### src/rtl/uart_report_mux.sv
// UART command decoder, loopback echo and per-channel ASCII decimal report engine feeding a TX FIFO.
// Echo pushed 1 cycle after rx_done and tx_start 2 cycles later; a full FIFO drops bytes/reports and flags overflow.
module uart_report_mux #(
  parameter int              N_CH       = 5,
  parameter int              DW         = 8,
  parameter int              FIFO_DEPTH = 16,
  parameter logic [N_CH-1:0] AUTO_MASK  = N_CH'(5'b11000)
) (
  input  logic                 clk,
  input  logic                 rst,
  input  logic [7:0]           rx_data,
  input  logic                 rx_done,
  input  logic                 sw_priority,
  input  logic [2:0]           sw_sel,
  input  logic [N_CH*DW-1:0]   ch_data,
  input  logic [N_CH-1:0]      ch_event,
  input  logic                 tx_busy,
  output logic [7:0]           tx_data,
  output logic                 tx_start,
  output logic [2:0]           mode,
  output logic                 fifo_empty,
  output logic                 overflow
);

  function automatic int num_digits(input int w);
    int v;
    int n;
    v = (1 << w) - 1;
    n = 1;
    while (v >= 10) begin
      v = v / 10;
      n++;
    end
    return n;
  endfunction

  function automatic int pow10(input int e);
    int p;
    p = 1;
    for (int i = 0; i < e; i++) p = p * 10;
    return p;
  endfunction

  localparam int         D       = num_digits(DW);
  localparam int         L       = D + 4;
  localparam int         AW      = $clog2(FIFO_DEPTH);
  localparam logic [2:0] NCH3    = 3'(N_CH);
  localparam logic [AW:0] DEPTH_C = (AW+1)'(FIFO_DEPTH);
  localparam logic [AW:0] L_C     = (AW+1)'(L);

  localparam logic [7:0] CH_A = 8'h41;
  localparam logic [7:0] CH_C = 8'h43;
  localparam logic [7:0] CH_T = 8'h54;

  typedef enum logic [1:0] {R_IDLE, R_CONV, R_EMIT} rep_state_t;
  typedef enum logic [1:0] {T_IDLE, T_START, T_WAIT_HI, T_WAIT_LO} tx_state_t;

  logic [2:0]    r_mode;
  logic          r_ovf;
  logic          r_lb_vld;
  logic [7:0]    r_lb_dat;

  rep_state_t    r_rstate;
  logic [DW-1:0] r_rem;
  logic [2:0]    r_rep_ch;
  logic [2:0]    r_dig;
  logic [3:0]    r_cnt;
  logic [3:0]    r_idx;
  logic [3:0]    r_digits [D];

  tx_state_t     r_tstate;
  logic          r_tx_start;
  logic [7:0]    r_tx_data;

  logic [7:0]    r_mem [FIFO_DEPTH];
  logic [AW:0]   r_wr_ptr;
  logic [AW:0]   r_rd_ptr;

  logic [AW:0]   w_count;
  logic          w_full;
  logic          w_empty;
  logic          w_pop;
  logic          w_push;
  logic [7:0]    w_push_dat;
  logic          w_lb_drop;
  logic          w_emit_push;
  logic [7:0]    w_rep_byte;
  logic [DW-1:0] w_ch_val;
  logic [DW-1:0] w_pow;
  logic          w_ev_hit;
  logic          w_trig;
  logic          w_space_ok;
  logic          w_rep_drop;

  assign mode       = r_mode;
  assign overflow   = r_ovf;
  assign tx_start   = r_tx_start;
  assign tx_data    = r_tx_data;
  assign fifo_empty = w_empty;

  // FIFO: extra pointer MSB distinguishes full from empty.
  assign w_count = r_wr_ptr - r_rd_ptr;
  assign w_empty = (r_wr_ptr == r_rd_ptr);
  assign w_full  = (r_wr_ptr[AW] != r_rd_ptr[AW]) && (r_wr_ptr[AW-1:0] == r_rd_ptr[AW-1:0]);
  assign w_pop   = (r_tstate == T_START) && !w_empty;

  assign w_lb_drop   = r_lb_vld && w_full && !w_pop;
  assign w_emit_push = (r_rstate == R_EMIT) && !r_lb_vld && (!w_full || w_pop);
  assign w_push      = (r_lb_vld && !w_lb_drop) || w_emit_push;
  assign w_push_dat  = r_lb_vld ? r_lb_dat : w_rep_byte;

  always_ff @(posedge clk or posedge rst) begin
    if (rst) begin
      r_wr_ptr <= '0;
      r_rd_ptr <= '0;
    end else begin
      if (w_push) r_wr_ptr <= r_wr_ptr + 1'b1;
      if (w_pop)  r_rd_ptr <= r_rd_ptr + 1'b1;
    end
  end

  always_ff @(posedge clk) begin
    if (w_push) r_mem[r_wr_ptr[AW-1:0]] <= w_push_dat;
  end

  always_comb begin
    w_ch_val = '0;
    w_ev_hit = 1'b0;
    for (int k = 0; k < N_CH; k++) begin
      if (r_mode == 3'(k + 1)) begin
        w_ch_val = ch_data[k*DW +: DW];
        w_ev_hit = ch_event[k] & AUTO_MASK[k];
      end
    end
  end

  // A loopback byte still in flight will take a slot too, so reserve room for it.
  assign w_trig     = (r_mode != 3'd0) && ((rx_done && rx_data == CH_T) || w_ev_hit);
  assign w_space_ok = (DEPTH_C - w_count) >= (L_C + {{AW{1'b0}}, r_lb_vld});
  assign w_rep_drop = (r_rstate == R_IDLE) && w_trig && !w_space_ok;

  always_ff @(posedge clk or posedge rst) begin
    if (rst) begin
      r_mode   <= 3'd0;
      r_ovf    <= 1'b0;
      r_lb_vld <= 1'b0;
      r_lb_dat <= 8'h00;
    end else begin
      r_lb_vld <= rx_done && (r_mode == 3'd0);
      r_lb_dat <= rx_data;
      if (sw_priority)
        r_mode <= (sw_sel > NCH3) ? 3'd0 : sw_sel;
      else if (rx_done && rx_data == CH_A)
        r_mode <= (r_mode >= NCH3) ? 3'd0 : r_mode + 3'd1;
      if (w_lb_drop || w_rep_drop)
        r_ovf <= 1'b1;
      else if (rx_done && rx_data == CH_C)
        r_ovf <= 1'b0;
    end
  end

  always_comb begin
    w_pow = '0;
    for (int i = 0; i < D; i++) begin
      if (r_dig == 3'(i)) w_pow = DW'(pow10(D - 1 - i));
    end
  end

  always_comb begin
    w_rep_byte = 8'h0A;
    if (r_idx == 4'd0)
      w_rep_byte = 8'h30 + {5'd0, r_rep_ch};
    else if (r_idx == 4'd1)
      w_rep_byte = 8'h3A;
    else if (r_idx == 4'(D + 2))
      w_rep_byte = 8'h0D;
    for (int i = 0; i < D; i++) begin
      if (r_idx == 4'(i + 2)) w_rep_byte = {4'h3, r_digits[i]};
    end
  end

  // Digit i counts how many times 10^(D-1-i) fits in the remainder.
  always_ff @(posedge clk or posedge rst) begin
    if (rst) begin
      r_rstate <= R_IDLE;
      r_rem    <= '0;
      r_rep_ch <= 3'd0;
      r_dig    <= 3'd0;
      r_cnt    <= 4'd0;
      r_idx    <= 4'd0;
      for (int i = 0; i < D; i++) r_digits[i] <= 4'd0;
    end else begin
      case (r_rstate)
        R_IDLE: begin
          if (w_trig && w_space_ok) begin
            r_rstate <= R_CONV;
            r_rem    <= w_ch_val;
            r_rep_ch <= r_mode;
            r_dig    <= 3'd0;
            r_cnt    <= 4'd0;
          end
        end
        R_CONV: begin
          if (r_rem >= w_pow) begin
            r_rem <= r_rem - w_pow;
            r_cnt <= r_cnt + 4'd1;
          end else begin
            for (int i = 0; i < D; i++) begin
              if (r_dig == 3'(i)) r_digits[i] <= r_cnt;
            end
            r_cnt <= 4'd0;
            if (r_dig == 3'(D - 1)) begin
              r_rstate <= R_EMIT;
              r_idx    <= 4'd0;
            end else begin
              r_dig <= r_dig + 3'd1;
            end
          end
        end
        R_EMIT: begin
          if (w_emit_push) begin
            if (r_idx == 4'(L - 1)) r_rstate <= R_IDLE;
            else                    r_idx    <= r_idx + 4'd1;
          end
        end
        default: r_rstate <= R_IDLE;
      endcase
    end
  end

  always_ff @(posedge clk or posedge rst) begin
    if (rst) begin
      r_tstate   <= T_IDLE;
      r_tx_start <= 1'b0;
      r_tx_data  <= 8'h00;
    end else begin
      r_tx_start <= 1'b0;
      case (r_tstate)
        T_IDLE: begin
          if (!w_empty && !tx_busy) begin
            r_tstate   <= T_START;
            r_tx_start <= 1'b1;
            r_tx_data  <= r_mem[r_rd_ptr[AW-1:0]];
          end
        end
        T_START:   r_tstate <= T_WAIT_HI;
        T_WAIT_HI: if (tx_busy)  r_tstate <= T_WAIT_LO;
        T_WAIT_LO: if (!tx_busy) r_tstate <= T_IDLE;
        default:   r_tstate <= T_IDLE;
      endcase
    end
  end

endmodule

### config.mk
export PLATFORM = sky130hd
export DESIGN_NAME = uart_report_mux
export DESIGN_NICKNAME = d
export VERILOG_FILES = /design/src/rtl/uart_report_mux.sv
export SDC_FILE = /design/constraint.sdc
export NUM_CORES = 1
export LEC_CHECK = 0
export CORE_MARGIN = 1
export CORE_UTILIZATION = 30
export CTS_BUF_LIST = sky130_fd_sc_hd__clkbuf_8
export CTS_CLUSTER_SIZE = 16
export DETAILED_ROUTE_END_ITERATION = 16
export GPL_ROUTABILITY_DRIVEN = 1
export PLACE_DENSITY = 0.53
export SLEW_MARGIN = 20
export SYNTH_ARGS = -nofsm -noshare
export SYNTH_HDL_FRONTEND = slang
export SYNTH_SLANG_ARGS = --single-unit
### constraint.sdc
create_clock -name clk -period 6.6 [get_ports clk]
set_clock_uncertainty 0.2 [all_clocks]
set_input_delay 0.99 -clock clk [delete_from_list [all_inputs] [get_ports clk]]
set_output_delay 0.99 -clock clk [all_outputs]
set_load 0.02 [all_outputs]
==> results.yml, run 1 <==
outcome:
  status: "complete, but fails checks"
  failed_checks: "design-rule violations"
worst_setup_path:
  required_ns: 6.76
  crit_type: "flop to flop"
  r2r-end: "r_rem[2]"
  cp.arrival_ns: 4.29
  cpPeakStageDelay_ns: 0.43
  reg2regPathDepth: 12
  cp-endpoint: "r_rem[2]"
  path_cells: "buf_4 -> ha_1 -> ha_1 -> fa_1 -> xor2_1 -> ha_1 -> a2111oi_0 -> a21oi_1 -> o211ai_1 -> buf_4 -> nor2b_2 -> mux2_1"
  cpMaxStageDelayCell: "buf_4"
  cp_top_family: "adder cells"
  startpoint_type: "flop"
  worstSetupEndpointType: "flop"
  r2r_slack_ns: 2.47
  crit_fanout: 36
  cp_num_cells: 12
  cp.buffers_inverters: 2
  critPathLaunch: "r_rd_ptr[1]"
  timing.rr.start: "r_rd_ptr[1]"
  crit_top_cell: "ha_1"
sta:
  fmax_ghz: 0.2423
  min_period_over_period: 0.6253
  slew_viol_final: 0
  tns_ns: 0
  tightest_slew_ns: 0.9696
  finalSetupViolations: 0
  maxSlewHeadroom: 0.3477
  hold_viol: 0
  fin_crit_ns: 4.127
  rsz0062_at_grt: "no"
cts:
  cts-resized-gates: 0
  cts-root-buf: "clkbuf_8"
  clock_latency_ns: 0.47
  path_clk_slew_ns: 0.12
  numCtsBuffers: 17
  clockBufferDepth: 2
  htreeDepth: 4
  post-cts-setup-buffers: 0
  cts_sinks: 198
  cts_tree: "yes"
  cts_hold_buf: 0
power:
  power.total_uw: 4478
  power.density_nw_per_um2: 404.8
  p_leak_uw: 0.004125
  ir_drop_mv: 0.2031
floorplan:
  core.rowCount: 64
  start_util: 0.3073
  die_area_um2: 32380
  io_pins: 75
  die_w_um: 179.9
  design.core.area_um2: 30910
  die_y_um: 179.9
placed_design:
  gp_congestion: 0.7543
  hpwl_um: 14500
  dp.cells: 1126
  portBuffers: 71
global_route:
  grt_pass1_wl_um: 33920
  grt_max_degree: 71
  antenna_found_initial: 0
  grt_use_total: 0.1363
  grt-ovfl-total: 0
  first_global_vias: 5925
hold_path:
  worstHoldPathType: "flop to flop"
  hold_depth: 1
drt:
  drc: 2
  vias: 5636
  dr.pass1.iters: 12
  wirelength_um: 20760
  post_drt_wl_per_cell_um: 17.93
  avgViaCountPerCell: 4.867
  drt_iter0_markers: 413
  antenna_left: 0
layout:
  nNetsFinal: 853
  drive_above_1_share: 0.1247
  fillCellCount: 2982
  final_common_cell: "edfxtp_1"
  antenna_cells: 0
  final_cell_mix: "edfxtp_1, clkdlybuf4s50_1, dfrtp_1, nand2_1"
  regArea_um2: 5597
  multiInputGateArea_um2: 3617
  layout.cells.non_filler: 1158
  area.growth.synth_to_final_pct: 16.44
logic_synthesis:
  syn_area_per_cell_um2: 13.97
  synth_area_um2: 9499
  syn_nets: 784
  synth-edff-count: 128
  ys_types: 64
  synth-seq-cells: 198
  netlist_instances: 680
  yosysSeqAreaShare: 0.5890
  async_flop_share: 0.3535
  synth_ff_type: "edfxtp_1"
  synth_warnings: 0
flow_run:
  max_cap_viol_count: 0
==> through the flow <==
step	setup WS (ns)	utilization	hold slack (ns)	area, um^2
after detailed placement	2.450	0.3429	0.2688	10600
final	2.473	0.3578	0.2902	11060
after floorplan	3.089	-	0.2370	9499
after global placement	2.454	0.3429	0.2613	10600
after global routing	2.118	0.3578	0.3253	11060
after CTS	2.423	0.3575	0.2954	11050
==> final cells by class <==
class | instances | area share
clock buffers | 17 | 0.02115
clock inverters | 15 | 0.01968
inverters | 35 | 0.01199
multi-input cells | 419 | 0.3270
flip-flops and latches | 198 | 0.5060
well taps | 396 | 0.04480
repair buffers | 78 | 0.06934
==> how the worst min path moves through the flow <==
stage / from / endpoint / slack, ns
6_report: r_wr_ptr[4] / r_wr_ptr[4] / 0.29
5_1_grt: r_digits[2] / r_digits[2] / 0.33
4_1_cts: r_wr_ptr[4] / r_wr_ptr[4] / 0.30
3_5_place_dp: r_digits[2] / r_digits[2] / 0.27
3_3_place_gp: r_digits[3] / r_digits[3] / 0.26
2_1_floorplan: r_digits[3] / r_digits[3] / 0.24
==> sequential cells by signal, summed over array words and instances (netlist names) <==
register  flops
mode          3
r_dig         3
tx_start      1
r_rstate      2
r_lb_vld      1
r_rd_ptr      5
r_cnt         4
tx_data       8
overflow      1
r_idx         4
r_wr_ptr      5
r_rem         8
r_rep_ch      3
r_tstate      2
r_digits     12
r_mem       128
r_lb_dat      8
==> where the power goes <==
part	total (uW)	internal (uW)	switching, uW
Sequential	1760	1590	171
Clock	849	315	534
Combinational	1870	878	993
==> cell usage after synthesis, drive strengths merged, types with 6 or more instances <==
| cell type | n | area [um^2] |
|---|---|---|
| nand2 | 63 | 236.5 |
| xnor2 | 10 | 87.58 |
| mux4 | 40 | 979.7 |
| inv | 35 | 131.4 |
| dfrtp | 70 | 1752 |
| nor3 | 14 | 70.07 |
| nor2b | 15 | 96.34 |
| nor2 | 32 | 120.1 |
| ha | 41 | 513.0 |
| o22ai | 6 | 43.79 |
| buf | 13 | 121.4 |
| a21oi | 41 | 205.2 |
| o21ai | 37 | 188.9 |
| clkbuf | 15 | 60.06 |
| xor2 | 7 | 61.31 |
| a2bb2oi | 10 | 87.58 |
| nand4 | 6 | 37.54 |
| edfxtp | 128 | 3844 |
| mux2 | 27 | 304.0 |
==> routing by layer <==
layer  GRT usage  wire length, um  vias up
met3     0.02249              485       15
met2      0.2224            10140       79
met4     0.03241              212        0
met5           0                0        -
met1      0.1889             9921     2835
li1            -                -     2707
==> kinds of logic after synthesis <==
| group | synth area share |
|---|---|
| adders and majority gates | 0.05822 |
| muxes | 0.1372 |
| and+or+nand+nor | 0.08312 |
| xor gates and xnor gates | 0.01567 |
| buffers and inverters | 0.03293 |
| DFF | 0.5890 |
| AOI/OAI and AO/OA | 0.08377 |
No activity file was read; power rests on OpenSTA's default activity.
==> run 2: changes to the inputs <==
==> constraint.sdc (replaced) <==
create_clock -name clk -period 4.25 [get_ports clk]
set_clock_uncertainty 0.2 [all_clocks]
set_input_delay 0.6375 -clock clk [delete_from_list [all_inputs] [get_ports clk]]
set_output_delay 0.6375 -clock clk [all_outputs]
set_load 0.02 [all_outputs]
==> results.yml, run 2 (same netlist as run 1, synthesis figures left out) <==
outcome:
  status: "complete, but fails checks"
  failed_checks: "design-rule violations"
flow_run:
  max_cap_viol_count: 0
cts:
  cts_tree: "yes"
  clockBufferDepth: 2
  post-cts-setup-buffers: 0
  cts_hold_buf: 0
  clock_latency_ns: 0.48
  cts-root-buf: "clkbuf_8"
  cts-resized-gates: 0
  path_clk_slew_ns: 0.10
  numCtsBuffers: 17
  htreeDepth: 4
  cts_sinks: 198
power:
  swShare: 0.3719
  ir_drop_mv: 0.2760
  power.total_uw: 6860
  power.density_nw_per_um2: 619.8
  seqPwrFrac: 0.390
  clock_power_share: 0.170
  combPwrFrac: 0.439
  cell_internal_pwr_uw: 4309
  p_leak_uw: 0.004161
  power_switching_uw: 2551
sta:
  fin_crit_ns: 3.882
  tightest_slew_ns: 0.9681
  maxSlewHeadroom: 0.3522
  hold_viol: 0
  fmax_ghz: 0.2576
  min_period_over_period: 0.9135
  tns_ns: 0
  finalSetupViolations: 0
  layout_setup_ws_ns: 0.3676
  rsz0062_at_grt: "no"
  slew_viol_final: 0
worst_setup_path:
  startpoint_type: "flop"
  crit_type: "flop to flop"
  required_ns: 4.41
  path_cells: "inv_1 -> ha_1 -> or4b_2 -> ha_1 -> and4b_1 -> o311a_1 -> o31a_1 -> nor2b_2 -> mux2_1"
  crit_top_cell: "ha_1"
  cp.buffers_inverters: 1
  cp_top_family: "simple AND/OR/NAND/NOR gates"
  cpMaxStageDelayCell: "or4b_2"
  cp.arrival_ns: 4.04
  worstSetupEndpointType: "flop"
  crit_fanout: 10
  cpPeakStageDelay_ns: 0.70
global_route:
  antenna_found_initial: 0
  grt-ovfl-total: 0
  grt_pass1_wl_um: 33770
  first_global_vias: 5840
  grt_max_degree: 36
  grt_use_total: 0.1358
placed_design:
  gp_congestion: 0.7674
  hpwl_um: 14910
  portBuffers: 71
  pre_cts_slack_ns: 0.3590
  dpl_cell_area_um2: 10680
floorplan:
  die_y_um: 179.9
  design.core.area_um2: 30910
  die_w_um: 179.9
  start_util: 0.3073
  die_area_um2: 32380
  io_pins: 75
  core.rowCount: 64
layout:
  final_common_cell: "edfxtp_1"
  largest_register_ffs: 128
  final_cell_mix: "edfxtp_1, clkdlybuf4s50_1, dfrtp_1, nand2_1"
  area.growth.synth_to_final_pct: 16.52
  nNetsFinal: 867
  antenna_cells: 0
  drive_above_1_share: 0.1340
  stdcell_area_um2: 11070
drt:
  dr.pass1.iters: 10
  vias: 5624
  drc: 2
  post_drt_wl_per_cell_um: 17.90
  avgViaCountPerCell: 4.799
  drt_iter0_markers: 397
  antenna_left: 0
  wirelength_um: 20970
hold_path:
  worstHoldPathType: "input port to asynchronous set/reset pin"
==> run 2: cell types whose count changed in the layout (fill, tap and decap cells not counted), moves of 3 or more <==
cell and delta:
buf_4 +15, nor3_1 +4, clkinv_8 -3, inv_12 -5
nor3_2 -4
==> run 2: final cells by class <==
type,count,area [um^2]
clock buffer,18,247.7
inverter,35,132.6
tap,396,495.5
fill,3034,19840
multi-input combinational,419,3597
clock inverter,14,130.1
timing repair buffer,92,868.3
sequential,198,5597
==> run 2: power by group through the flow <==
| stage | Sequential, uW | Clock [uW] | Combinational (uW) |
|---|---|---|---|
| global placement | 2720 | 0 | 3010 |
| global route | 2720 | 1280 | 3370 |
| finish | 2680 | 1170 | 3010 |
| floorplan | 2710 | 0 | 2250 |
| detailed placement | 2720 | 0 | 3040 |
| CTS | 2680 | 1210 | 3060 |
==> run 2: path summary, 6_finish.rpt <==
| kind | start | to | slack [ns] | cells past startpoint |
|---|---|---|---|---|
| worst max-delay path | r_dig[0] | r_rem[5] | 0.37 | 9 |
| worst min-delay path | rst | mode[0] | 0.27 | 2 |
| worst max register to register | r_dig[0] | r_rem[5] | 0.37 | 9 |
| worst min register to register | r_digits[3] | r_digits[3] | 0.28 | 2 |
| max in group asynchronous | rst | r_digits[10] | 2.84 | 3 |
| min in group clk | r_digits[3] | r_digits[3] | 0.28 | 2 |
==> run 2: through the flow <==
stage / std cells / utilization / hold WS [ns]
6_report: 1172 / 0.3581 / 0.2737
5_1_grt: 1172 / 0.3581 / 0.2890
4_1_cts: 1172 / 0.3579 / 0.2704
3_5_place_dp: 1140 / 0.3457 / 0.2677
3_3_place_gp: 1140 / 0.3457 / 0.2619
2_1_floorplan: 680 / - / 0.2370
==> run 2: layer usage <==
layer  GRT usage  part of all wire
met1      0.1800              0.48
met4     0.03172            0.0086
met3     0.02411             0.023
met5           0                 0
met2      0.2304              0.49
==> run 3: changes to the inputs <==
==> constraint.sdc (replaced) <==
create_clock -name clk -period 4.25 [get_ports clk]
set_clock_uncertainty 0.2 [all_clocks]
set_input_delay 0.6375 -clock clk [delete_from_list [all_inputs] [get_ports clk]]
set_output_delay 0.6375 -clock clk [all_outputs]
set_load 0.1 [all_outputs]
==> results.yml, run 3 (same netlist as run 1, synthesis figures left out) <==
cts:
  cts-resized-gates: 0
  cts_tree: "yes"
  cts_hold_buf: 0
  htreeDepth: 4
  cts-root-buf: "clkbuf_8"
  path_clk_slew_ns: 0.11
  post-cts-setup-buffers: 0
  cts_sinks: 198
  numCtsBuffers: 17
  clockBufferDepth: 2
  clock_latency_ns: 0.48
global_route:
  first_global_vias: 5789
  grt_use_total: 0.1345
  grt_max_degree: 36
  grt_pass1_wl_um: 33700
  grt-ovfl-total: 0
  antenna_found_initial: 0
worst_setup_path:
  cpPeakStageDelay_ns: 0.70
  required_ns: 4.41
  path_cells: "inv_1 -> ha_1 -> or4b_2 -> ha_1 -> and4b_1 -> o311a_1 -> o31a_1 -> nor2b_2 -> mux2_1"
  cp.arrival_ns: 4.07
  timing.rr.start: "r_dig[0]"
  worstSetupEndpointType: "flop"
  crit_fanout: 10
  r2r_slack_ns: 0.34
  cp.buffers_inverters: 1
  reg2regPathDepth: 9
  crit_type: "flop to flop"
  cpMaxStageDelayCell: "or4b_2"
  r2r-end: "r_rem[2]"
  startpoint_type: "flop"
  crit_top_cell: "ha_1"
  cp_top_family: "simple AND/OR/NAND/NOR gates"
placed_design:
  portBuffers: 71
  gp_congestion: 0.7547
  hpwl_um: 14850
  pre_cts_slack_ns: 0.3594
  dpl_cell_area_um2: 10680
layout:
  stdcell_area_um2: 11090
  area.growth.synth_to_final_pct: 16.79
  regArea_um2: 5597
  multiInputGateArea_um2: 3597
  final_common_cell: "edfxtp_1"
  fillCellCount: 2958
  largest_register_ffs: 128
  nNetsFinal: 867
  antenna_cells: 0
  final_cell_mix: "edfxtp_1, clkdlybuf4s50_1, dfrtp_1, nand2_1"
  drive_above_1_share: 0.1366
drt:
  drt_iter0_markers: 384
  dr.pass1.iters: 13
  drc: 1
  wirelength_um: 20940
  post_drt_wl_per_cell_um: 17.87
  vias: 5696
  antenna_left: 0
  avgViaCountPerCell: 4.860
sta:
  rsz0062_at_grt: "no"
  layout_setup_ws_ns: 0.3424
  fin_crit_ns: 3.908
  tightest_slew_ns: 0.9957
  finalSetupViolations: 0
  hold_viol: 0
  slew_viol_final: 0
  tns_ns: 0
  fmax_ghz: 0.2559
  min_period_over_period: 0.9194
  maxSlewHeadroom: 0.3338
floorplan:
  die_w_um: 179.9
  core.rowCount: 64
  start_util: 0.3073
  die_y_um: 179.9
  design.core.area_um2: 30910
  io_pins: 75
  die_area_um2: 32380
outcome:
  failed_checks: "design-rule violations"
  status: "complete, but fails checks"
power:
  power.density_nw_per_um2: 651.4
  p_leak_uw: 0.004168
  ir_drop_mv: 0.3818
hold_path:
  worstHoldPathType: "flop to flop"
  worst_hold_startpoint: "r_rep_ch[2]"
  hold_depth: 2
  whs_endpoint: "r_rep_ch[2]"
flow_run:
  max_cap_viol_count: 0
run 3: worst max-delay path by stage:
stage / startpoint / end / cells after the start
floorplan: r_rd_ptr[0] / tx_data[0] / 9
global route: r_dig[0] / r_rem[5] / 9
finish: r_dig[0] / r_rem[2] / 9
CTS: r_dig[0] / r_rem[5] / 9
global placement: r_dig[0] / r_rem[5] / 9
detailed placement: r_dig[0] / r_rem[5] / 9
run 3: layout make-up:
class	instances	area share
clock buffer	18	0.02233
clock inverter	14	0.01432
inverter	35	0.01195
multi-input combinational	419	0.3242
sequential	198	0.5045
tap	396	0.04466
timing repair buffer	92	0.07804
run 3: through the flow:
step           power, uW    util  hold slack (ns)  std cells
2_1_floorplan       5287       -           0.2370        680
3_3_place_gp        6067  0.3456           0.2651       1140
3_5_place_dp        6084  0.3456           0.2709       1140
4_1_cts             7315  0.3587           0.2975       1172
5_1_grt             7754  0.3589           0.3272       1172
6_report            7227  0.3589           0.2898       1172
run 3: routing by layer:
metal / global-route usage / vias to the layer above / part of all wire
met4: 0.03172 / 0 / 0.011
met5: 0 / - / 0
li1: - / 2730 / -
met3: 0.02613 / 16 / 0.025
met2: 0.2215 / 79 / 0.48
met1: 0.1824 / 2871 / 0.49
run 3: power breakdown:
| part | switching [uW] | internal (uW) | leakage, uW |
|---|---|---|---|
| Sequential | 216 | 2470 | 0.00204 |
| Combinational | 1940 | 1390 | 0.00192 |
| Clock | 754 | 460 | 0.000201 |
| Total | 2910 | 4310 | 0.00417 |
run 3: tightest hold or removal path: stages, from the launching register on:
cell and delay (ns):
dfrtp_1 0.36, nand2_1 0.04, o21ai_0 0.06
